File: config.mk
export PLATFORM = sky130hd
export DESIGN_NAME = key_conditioner
export DESIGN_NICKNAME = d
export VERILOG_FILES = /design/src/rtl/pong_input_pkg.sv /design/src/rtl/key_channel.sv /design/src/rtl/key_conditioner.sv
export SDC_FILE = /design/constraint.sdc
export NUM_CORES = 1
export LEC_CHECK = 0
export CAP_MARGIN = 20
export CORE_UTILIZATION = 35
export DETAILED_ROUTE_END_ITERATION = 10
export GPL_TIMING_DRIVEN = 0
export MAX_ROUTING_LAYER = met4
export SLEW_MARGIN = 0
export SYNTH_ARGS = -nofsm -noshare
export SYNTH_HDL_FRONTEND = slang
export SYNTH_SLANG_ARGS = --single-unit
File: constraint.sdc
create_clock -name clk -period 8.4 [get_ports clk]
set_input_delay 1.68 -clock clk [delete_from_list [all_inputs] [get_ports clk]]
set_output_delay 1.68 -clock clk [all_outputs]
set_load 0.1 [all_outputs]
File: src/rtl/pong_input_pkg.sv
// Shared types and timing constants for the push-button conditioning path.
package pong_input_pkg;

   // Per-channel auto-repeat state
   typedef enum logic [1:0] {
      IDLE   = 2'd0,
      DELAY  = 2'd1,
      REPEAT = 2'd2
   } state_t;

   // Default timings for a 25 MHz clock
   localparam int DEBOUNCE_10MS_25MHZ = 250000;
   localparam int REPEAT_DELAY_200MS  = 5000000;
   localparam int REPEAT_PERIOD_50MS  = 1250000;

   // Counter width able to hold max(a,b)-1, never narrower than one bit
   function automatic int cnt_width(input int a, input int b);
      int m;
      m = (a > b) ? a : b;
      return (m > 1) ? $clog2(m) : 1;
   endfunction

endpackage

File: src/rtl/key_channel.sv
// One button: two-flop synchronizer, debounce filter, press/release strobes
// and the auto-repeat move strobe. All outputs come straight from flops.
module key_channel
   import pong_input_pkg::*;
#(
   parameter int DEBOUNCE_CYCLES = DEBOUNCE_10MS_25MHZ,
   parameter int REPEAT_DELAY    = REPEAT_DELAY_200MS,
   parameter int REPEAT_PERIOD   = REPEAT_PERIOD_50MS
) (
   input  logic clk,
   input  logic reset,
   input  logic key_n,
   output logic key_level,
   output logic key_press,
   output logic key_release,
   output logic key_move
);

   localparam int DW = cnt_width(DEBOUNCE_CYCLES, 1);
   localparam int RW = cnt_width(REPEAT_DELAY, REPEAT_PERIOD);
   localparam logic [DW-1:0] DCNT_LAST = DW'(DEBOUNCE_CYCLES - 1);
   localparam logic [RW-1:0] RDLY_LAST = RW'(REPEAT_DELAY - 1);
   localparam logic [RW-1:0] RPER_LAST = RW'(REPEAT_PERIOD - 1);

   logic          sync1_q, sync1_d;
   logic          sync2_q, sync2_d;
   logic          stable_q, stable_d;
   logic [DW-1:0] dcnt_q, dcnt_d;
   state_t        state_q, state_d;
   logic [RW-1:0] rcnt_q, rcnt_d;
   logic          level_q, level_d;
   logic          press_q, press_d;
   logic          release_q, release_d;
   logic          move_q, move_d;
   logic          press_s, release_s;

   // Synchronizer shift and debounce: accept a change after DEBOUNCE_CYCLES mismatching samples
   always_comb begin
      sync1_d   = key_n;
      sync2_d   = sync1_q;
      stable_d  = stable_q;
      dcnt_d    = dcnt_q;
      press_s   = 1'b0;
      release_s = 1'b0;
      if (sync2_q == stable_q) begin
         dcnt_d = '0;
      end else if (dcnt_q == DCNT_LAST) begin
         stable_d  = ~stable_q;
         dcnt_d    = '0;
         // stable is active-low: leaving 1 means the button went down
         press_s   = stable_q;
         release_s = ~stable_q;
      end else begin
         dcnt_d = dcnt_q + DW'(1'b1);
      end
      level_d   = ~stable_d;
      press_d   = press_s;
      release_d = release_s;
   end

   // Auto-repeat FSM: move on press, after REPEAT_DELAY, then every REPEAT_PERIOD; release wins
   always_comb begin
      state_d = state_q;
      rcnt_d  = rcnt_q;
      move_d  = 1'b0;
      case (state_q)
         IDLE: begin
            rcnt_d = '0;
            if (press_s) begin
               move_d  = 1'b1;
               state_d = DELAY;
            end else begin
               state_d = IDLE;
            end
         end
         DELAY: begin
            if (release_s) begin
               rcnt_d  = '0;
               state_d = IDLE;
            end else if (rcnt_q == RDLY_LAST) begin
               move_d  = 1'b1;
               rcnt_d  = '0;
               state_d = REPEAT;
            end else begin
               rcnt_d = rcnt_q + RW'(1'b1);
            end
         end
         REPEAT: begin
            if (release_s) begin
               rcnt_d  = '0;
               state_d = IDLE;
            end else if (rcnt_q == RPER_LAST) begin
               move_d = 1'b1;
               rcnt_d = '0;
            end else begin
               rcnt_d = rcnt_q + RW'(1'b1);
            end
         end
         default: begin
            rcnt_d  = '0;
            state_d = IDLE;
         end
      endcase
   end

   // State and output registers; reset leaves the button reading as released
   always_ff @(posedge clk or posedge reset) begin
      if (reset) begin
         sync1_q   <= 1'b1;
         sync2_q   <= 1'b1;
         stable_q  <= 1'b1;
         dcnt_q    <= '0;
         state_q   <= IDLE;
         rcnt_q    <= '0;
         level_q   <= 1'b0;
         press_q   <= 1'b0;
         release_q <= 1'b0;
         move_q    <= 1'b0;
      end else begin
         sync1_q   <= sync1_d;
         sync2_q   <= sync2_d;
         stable_q  <= stable_d;
         dcnt_q    <= dcnt_d;
         state_q   <= state_d;
         rcnt_q    <= rcnt_d;
         level_q   <= level_d;
         press_q   <= press_d;
         release_q <= release_d;
         move_q    <= move_d;
      end
   end

   assign key_level   = level_q;
   assign key_press   = press_q;
   assign key_release = release_q;
   assign key_move    = move_q;

endmodule

File: src/rtl/key_conditioner.sv
// Conditions all board buttons in parallel; each bit is an independent key_channel.
module key_conditioner
   import pong_input_pkg::*;
#(
   parameter int N_KEYS          = 4,
   parameter int DEBOUNCE_CYCLES = DEBOUNCE_10MS_25MHZ,
   parameter int REPEAT_DELAY    = REPEAT_DELAY_200MS,
   parameter int REPEAT_PERIOD   = REPEAT_PERIOD_50MS
) (
   input  logic              clk,
   input  logic              reset,
   input  logic [N_KEYS-1:0] key_n,
   output logic [N_KEYS-1:0] key_level,
   output logic [N_KEYS-1:0] key_press,
   output logic [N_KEYS-1:0] key_release,
   output logic [N_KEYS-1:0] key_move
);

   for (genvar i = 0; i < N_KEYS; i++) begin : g_ch
      key_channel #(
         .DEBOUNCE_CYCLES(DEBOUNCE_CYCLES),
         .REPEAT_DELAY   (REPEAT_DELAY),
         .REPEAT_PERIOD  (REPEAT_PERIOD)
      ) u_ch (
         .clk        (clk),
         .reset      (reset),
         .key_n      (key_n[i]),
         .key_level  (key_level[i]),
         .key_press  (key_press[i]),
         .key_release(key_release[i]),
         .key_move   (key_move[i])
      );
   end

endmodule

==> Yosys cells after proc, flatten, opt, wreduce, memory -nomap -nowiden <==
Index checks and enable logic that the tools add are counted.
{ "totals": {"ff_bits": 200, "out_inout_bits": 16} }
{ "classes": {"n_addsub": 8, "eq_ne": 32, "mux": 96, "n_bitwise": 8, "reduce_logical": 8} }
{ "ops": {"columns": ["op", "count"], "rows": [
  ["$mux 23", 16],
  ["$pmux 23 s2", 4],
  ["$mux 18", 8],
  ["$add 23x1->23 const B", 4],
  ["$eq 23x21->1 const B", 4],
  ["$eq 23x23->1 const B", 4],
  ["$add 18x1->18 const B", 4],
  ["$eq 18x18->1 const B", 4],
  ["$mux 1", 48],
  ["$mux 2", 12],
  ["$pmux 2 s3", 4],
  ["$ne 3x1->1 const B", 4],
  ["$pmux 1 s3", 4],
  ["$eq 2x1->1 const B", 4],
  ["$eq 2x2->1 const B", 4],
  ["$logic_not 2->1", 4],
  ["$ne 2x1->1 const B", 4],
  ["$not 1->1", 8],
  ["$reduce_and 2->1", 4],
  ["$eq 1x1->1", 4]
]} }

==> Longest topological paths before layout <==
{ "logic_depth": {"ltp_word": 5, "ltp_mapped": 8} }

==> Hierarchy <==
A second synthesis with hierarchy kept.
{ "unflattened": {"cells_unflattened": 996, "hier_area_um2": 10262.3} }
{ "by_module_without_submodules": {"columns": ["module", "n_inst", "cells_each", "area_each_um2"], "rows": [
  ["key_channel at g_ch[0].u_ch ...", 3, 249, 2598.7],
  ["key_channel at g_ch[3].u_ch", 1, 249, 2466.1]
]} }

==> Least setup slack after synthesis <==
Ideal clock, no wire load.
{ "synth_path": {"kind": "register to output", "startpoint": "register g_ch[0].u_ch.level_q", "endpoint": "output port key_level[0]", "t_arrival_ns": 0.574, "path_slack_ns": 6.146, "stages_incl_launch_ff": 2, "n_path_buf": 1, "cell_sequence": "dfrtp_1 buf_4"} }
{ "synth_rtl": {"columns": ["item", "line", "text"], "rows": [
  ["from (decl)", "key_channel.sv:31", "logic level_q, level_d;"],
  ["from (signal assigned)", "key_channel.sv:126", "level_q <= level_d;"],
  ["to (decl)", "key_conditioner.sv:13", "output logic [N_KEYS-1:0] key_level,"]
]} }
No word-level cell between the ends.

==> Worst setup path in the final report <==
{ "layout_path": {"startpoint": "register g_ch[1].u_ch.level_q", "endpoint": "output port key_level[1]"} }
{ "layout_rtl": {"columns": ["item", "line"], "rows": [
  ["from (decl)", "key_channel.sv:31"],
  ["from (signal assigned)", "key_channel.sv:126"]
]} }
No word-level cell between the ends.

==> impl_metrics.py <==
metrics = {
    "worst_setup_path": {
        "worstSetupPathType": "flip-flop to output pin",
        "critical_path_capture_point_type": "output pin",
        "critical_path.startpoint_type": "flip-flop",
        "critical_path_arrival_ns": 2.00,
        "crit_path_max_fanout": 1,
        "r2r.worst_path.cells": 8,
        "cp_data_required_time_ns": 6.72,
    },
    "grt": {
        "grt_antenna_before_repair": 0,
        "grt_pass1_wl_mm": 33.0,
        "via_count_of_the_first_global_routing_pass": 6943,
        "track_usage_pct": 14.1,
        "grt-ovfl-total": 0,
        "grt_start_max_net_pins": 109,
    },
    "placed_design": {
        "dpl.cell_count": 1416,
        "placement.cell_area_um2": 10700,
        "gp_congestion": 0.810,
        "post-place-ws_ns": 5.18,
        "io_buffers": 21,
        "detailedPlacementHpwl_mm": 12.6,
    },
    "layout": {
        "final_net_count": 1087,
        "final_design_area_no_fill_um2": 11300,
        "syn2layout_area_growth_pct": 13.0,
        "antenna_cells_inserted": 0,
        "final-instance-count-excl-fill": 1448,
        "final_layout_size_suffix_gt1_share_pct": 7.76,
    },
    "clock_tree": {
        "worst_skew_pair.late_latency_ns": 0.45,
        "sinks_on_the_clock_net": 200,
        "postCtsHoldBufs": 0,
        "clk_pin_slew_ns": 0.08,
        "cts.htree.levels": 4,
        "cts_buffer_depth": 2,
        "ctsRootBufferMaster": "clkbuf_16",
        "number_of_buffers_created_by_cts": 17,
        "cts_post_setup_buffers_inserted": 0,
        "postCtsResizedCells": 0,
        "cts_tree": "yes",
    },
    "power": {
        "static-leakage-power_nw": 4.55,
        "total_power_mw": 1.84,
        "power_density_nw_per_um2": 162,
        "max-vdd-ir-drop_uv": 137,
    },
    "sta": {
        "setup_slack_ns": 4.72,
        "hold_ws_ns": 0.362,
        "layout_worst_path_cycle_share_pct": 43.8,
        "report.final.setup_viol": 0,
        "worst_slew_pin_slew_ns": 0.977,
        "hold_viol": 0,
        "rsz0062_at_grt": "false",
        "maxSlewViolCount": 0,
        "maxClockFrequency_mhz": 272,
        "timing.clock.skew_ns": 0.0237,
        "final_period_minus_worst_setup_slack_ns": 3.68,
        "slew_headroom_pct": 34.6,
    },
    "detailed_routing": {
        "num_vias": 7126,
        "vias_per_cell": 4.92,
        "route.final.wire_length_mm": 18.6,
        "drc": 0,
        "drtPass1Iterations": 4,
        "drt.antenna.violating_nets": 0,
        "detail_route.wl_per_cell_um": 12.9,
        "drt_iter0_markers": 357,
    },
    "synth": {
        "synth_area_per_cell_um2": 9.87,
        "synth-edff-count": 0,
        "yosys_cell_types": 57,
        "ys_ff_latch": 200,
        "ys_warn_count": 0,
        "synth_cells": 1016,
        "synth_seq_area_share_pct": 50.1,
        "synth-async-reset-ratio_pct": 100,
        "post_synth_instance_area_um2": 10000,
        "synth_fp_nets": 1046,
        "synth_ff_type": "dfrtp_1",
    },
    "die": {
        "fp.dieArea_um2": 29300,
        "placementRows": 61,
        "initial_utilization_pct": 35.8,
        "die_height_um": 171,
        "core_area_um2": 28000,
        "design.portCount": 22,
        "die_w_um": 171,
    },
    "flow_run": {
        "max_cap_viol_count": 0,
    },
    "status": {
        "run_status": "finished, final reports clean",
    },
    "worst_hold_path": {
        "timing.hold.worst_path_depth": 0,
        "hp-class": "flip-flop to flip-flop",
    },
}
through the flow:
stage | util, % | TNS, ns
finish | 40.5 | 0
detailed placement | 38.4 | 0
global placement | 38.2 | -283.17
CTS | 40.5 | 0
floorplan | - | 0
global route | 40.5 | 0
path summary, 6_finish.rpt:
check / to / slack (ns) / from
min in group asynchronous: g_ch[0].u_ch.rcnt_q[10]$_DFF_PP0_ / 1.73 / reset
min: g_ch[0].u_ch.sync2_q$_DFF_PP1_ / 0.36 / g_ch[0].u_ch.sync1_q$_DFF_PP1_
max reg2reg: g_ch[2].u_ch.rcnt_q[19]$_DFF_PP0_ / 5.95 / g_ch[2].u_ch.rcnt_q[0]$_DFF_PP0_
max in group asynchronous: g_ch[3].u_ch.sync1_q$_DFF_PP1_ / 5.74 / reset
min reg2reg: g_ch[0].u_ch.sync2_q$_DFF_PP1_ / 0.36 / g_ch[0].u_ch.sync1_q$_DFF_PP1_
max: key_level[1] / 4.72 / g_ch[1].u_ch.key_level$_DFF_PP0_
cell type report:
class | instances | area, um^2
timing repair buffer | 22 | 238
clock inverter | 14 | 150
clock buffer | 18 | 439
sequential | 200 | 5020
tap | 378 | 473
inverter | 44 | 173
buffer | 38 | 251
multi-input combinational | 734 | 4590
fill | 2787 | 16700
synth_stat cells, types with 2 or more instances:
cell | count | area, um^2
nor2_1 | 198 | 743
dfrtp_1 | 188 | 4700
xor2_1 | 80 | 701
xnor2_1 | 69 | 604
nand3_1 | 63 | 315
nand2_1 | 58 | 218
inv_1 | 44 | 165
nand4_1 | 43 | 269
nor4_1 | 30 | 188
nor3_1 | 26 | 130
and3_1 | 24 | 150
ha_1 | 24 | 300
buf_4 | 17 | 128
and4_1 | 15 | 131
dfstp_2 | 12 | 315
and2_1 | 10 | 62.6
clkbuf_1 | 10 | 37.5
nor4b_1 | 9 | 78.8
nor4bb_1 | 7 | 70.1
buf_2 | 6 | 30.0
o21ai_0 | 6 | 30.0
a21oi_1 | 5 | 25.0
buf_6 | 5 | 56.3
nor2b_1 | 5 | 31.3
nand2b_1 | 4 | 25.0
nand4b_1 | 4 | 35.0
or3_1 | 4 | 25.0
a41o_1 | 3 | 30.0
and4b_1 | 3 | 30.0
nand4bb_1 | 3 | 33.8
o221a_2 | 3 | 33.8
o31ai_1 | 3 | 22.5
or4_1 | 3 | 22.5
a211oi_1 | 2 | 15.0
a221oi_1 | 2 | 17.5
a31oi_1 | 2 | 12.5
mux2i_1 | 2 | 20.0
nor3b_1 | 2 | 15.0
o2bb2ai_1 | 2 | 17.5
o31a_1 | 2 | 17.5
or4b_1 | 2 | 20.0
cells in the final DEF, fill, tap and decap left out, drive strengths merged, types with 7 or more instances in the layout:
cell type / n
dfrtp: 188
dfstp: 12
and3: 24
ha: 24
nor2: 198
nand4: 43
and4: 15
inv: 53
buf: 29
o21ai: 8
clkbuf: 28
nor4bb: 7
and2: 10
nor4: 30
nor4b: 9
nand3: 63
nor3: 26
xor2: 80
nand2: 58
clkdlybuf4s50: 21
xnor2: 69
cells by family (layout without fill, tap and decap cells):
| kind of cell | Yosys count | count (layout) | share of synthesized area, % |
|---|---|---|---|
| xor gates and xnor gates | 149 | 149 | 13.0 |
| adders and majority gates | 24 | 24 | 3.00 |
| AOI/OAI and AO/OA | 43 | 43 | 3.47 |
| buffers and inverters | 82 | 136 | 4.16 |
| muxes | 2 | 2 | 0.200 |
| DFF | 200 | 200 | 50.1 |
| and+or+nand+nor | 516 | 516 | 26.1 |
where the power goes:
part	total [mW]	switching (mW)	internal, mW
Sequential	0.978	0.00748	0.970
Clock	0.823	0.414	0.409
Combinational	0.0391	0.0293	0.00982
Total	1.84	0.451	1.39
flip-flops by register name, indices dropped and copies added, names as in the netlist:
register               cells
g_ch.u_ch.rcnt_q          92
g_ch.u_ch.dcnt_q          72
g_ch.u_ch.state_q          8
g_ch.u_ch.key_level        4
g_ch.u_ch.key_move         4
g_ch.u_ch.key_press        4
g_ch.u_ch.key_release      4
g_ch.u_ch.stable_q         4
g_ch.u_ch.sync1_q          4
g_ch.u_ch.sync2_q          4
critical path, stage by stage (launching register included):
cell             delay, ns
dfrtp_1               0.34
buf_4                 0.10
clkdlybuf4s50_1       1.12
metal layers:
metal | wire length (um) | vias up | track usage [%]
li1 | - | 3560 | -
met1 | 9430 | 3479 | 18.6
met2 | 8600 | 68 | 22.0
met3 | 394 | 19 | 2.92
met4 | 206 | 0 | 3.96
met5 | 0 | - | -
Note: power is estimated with default switching activity, not from simulation.
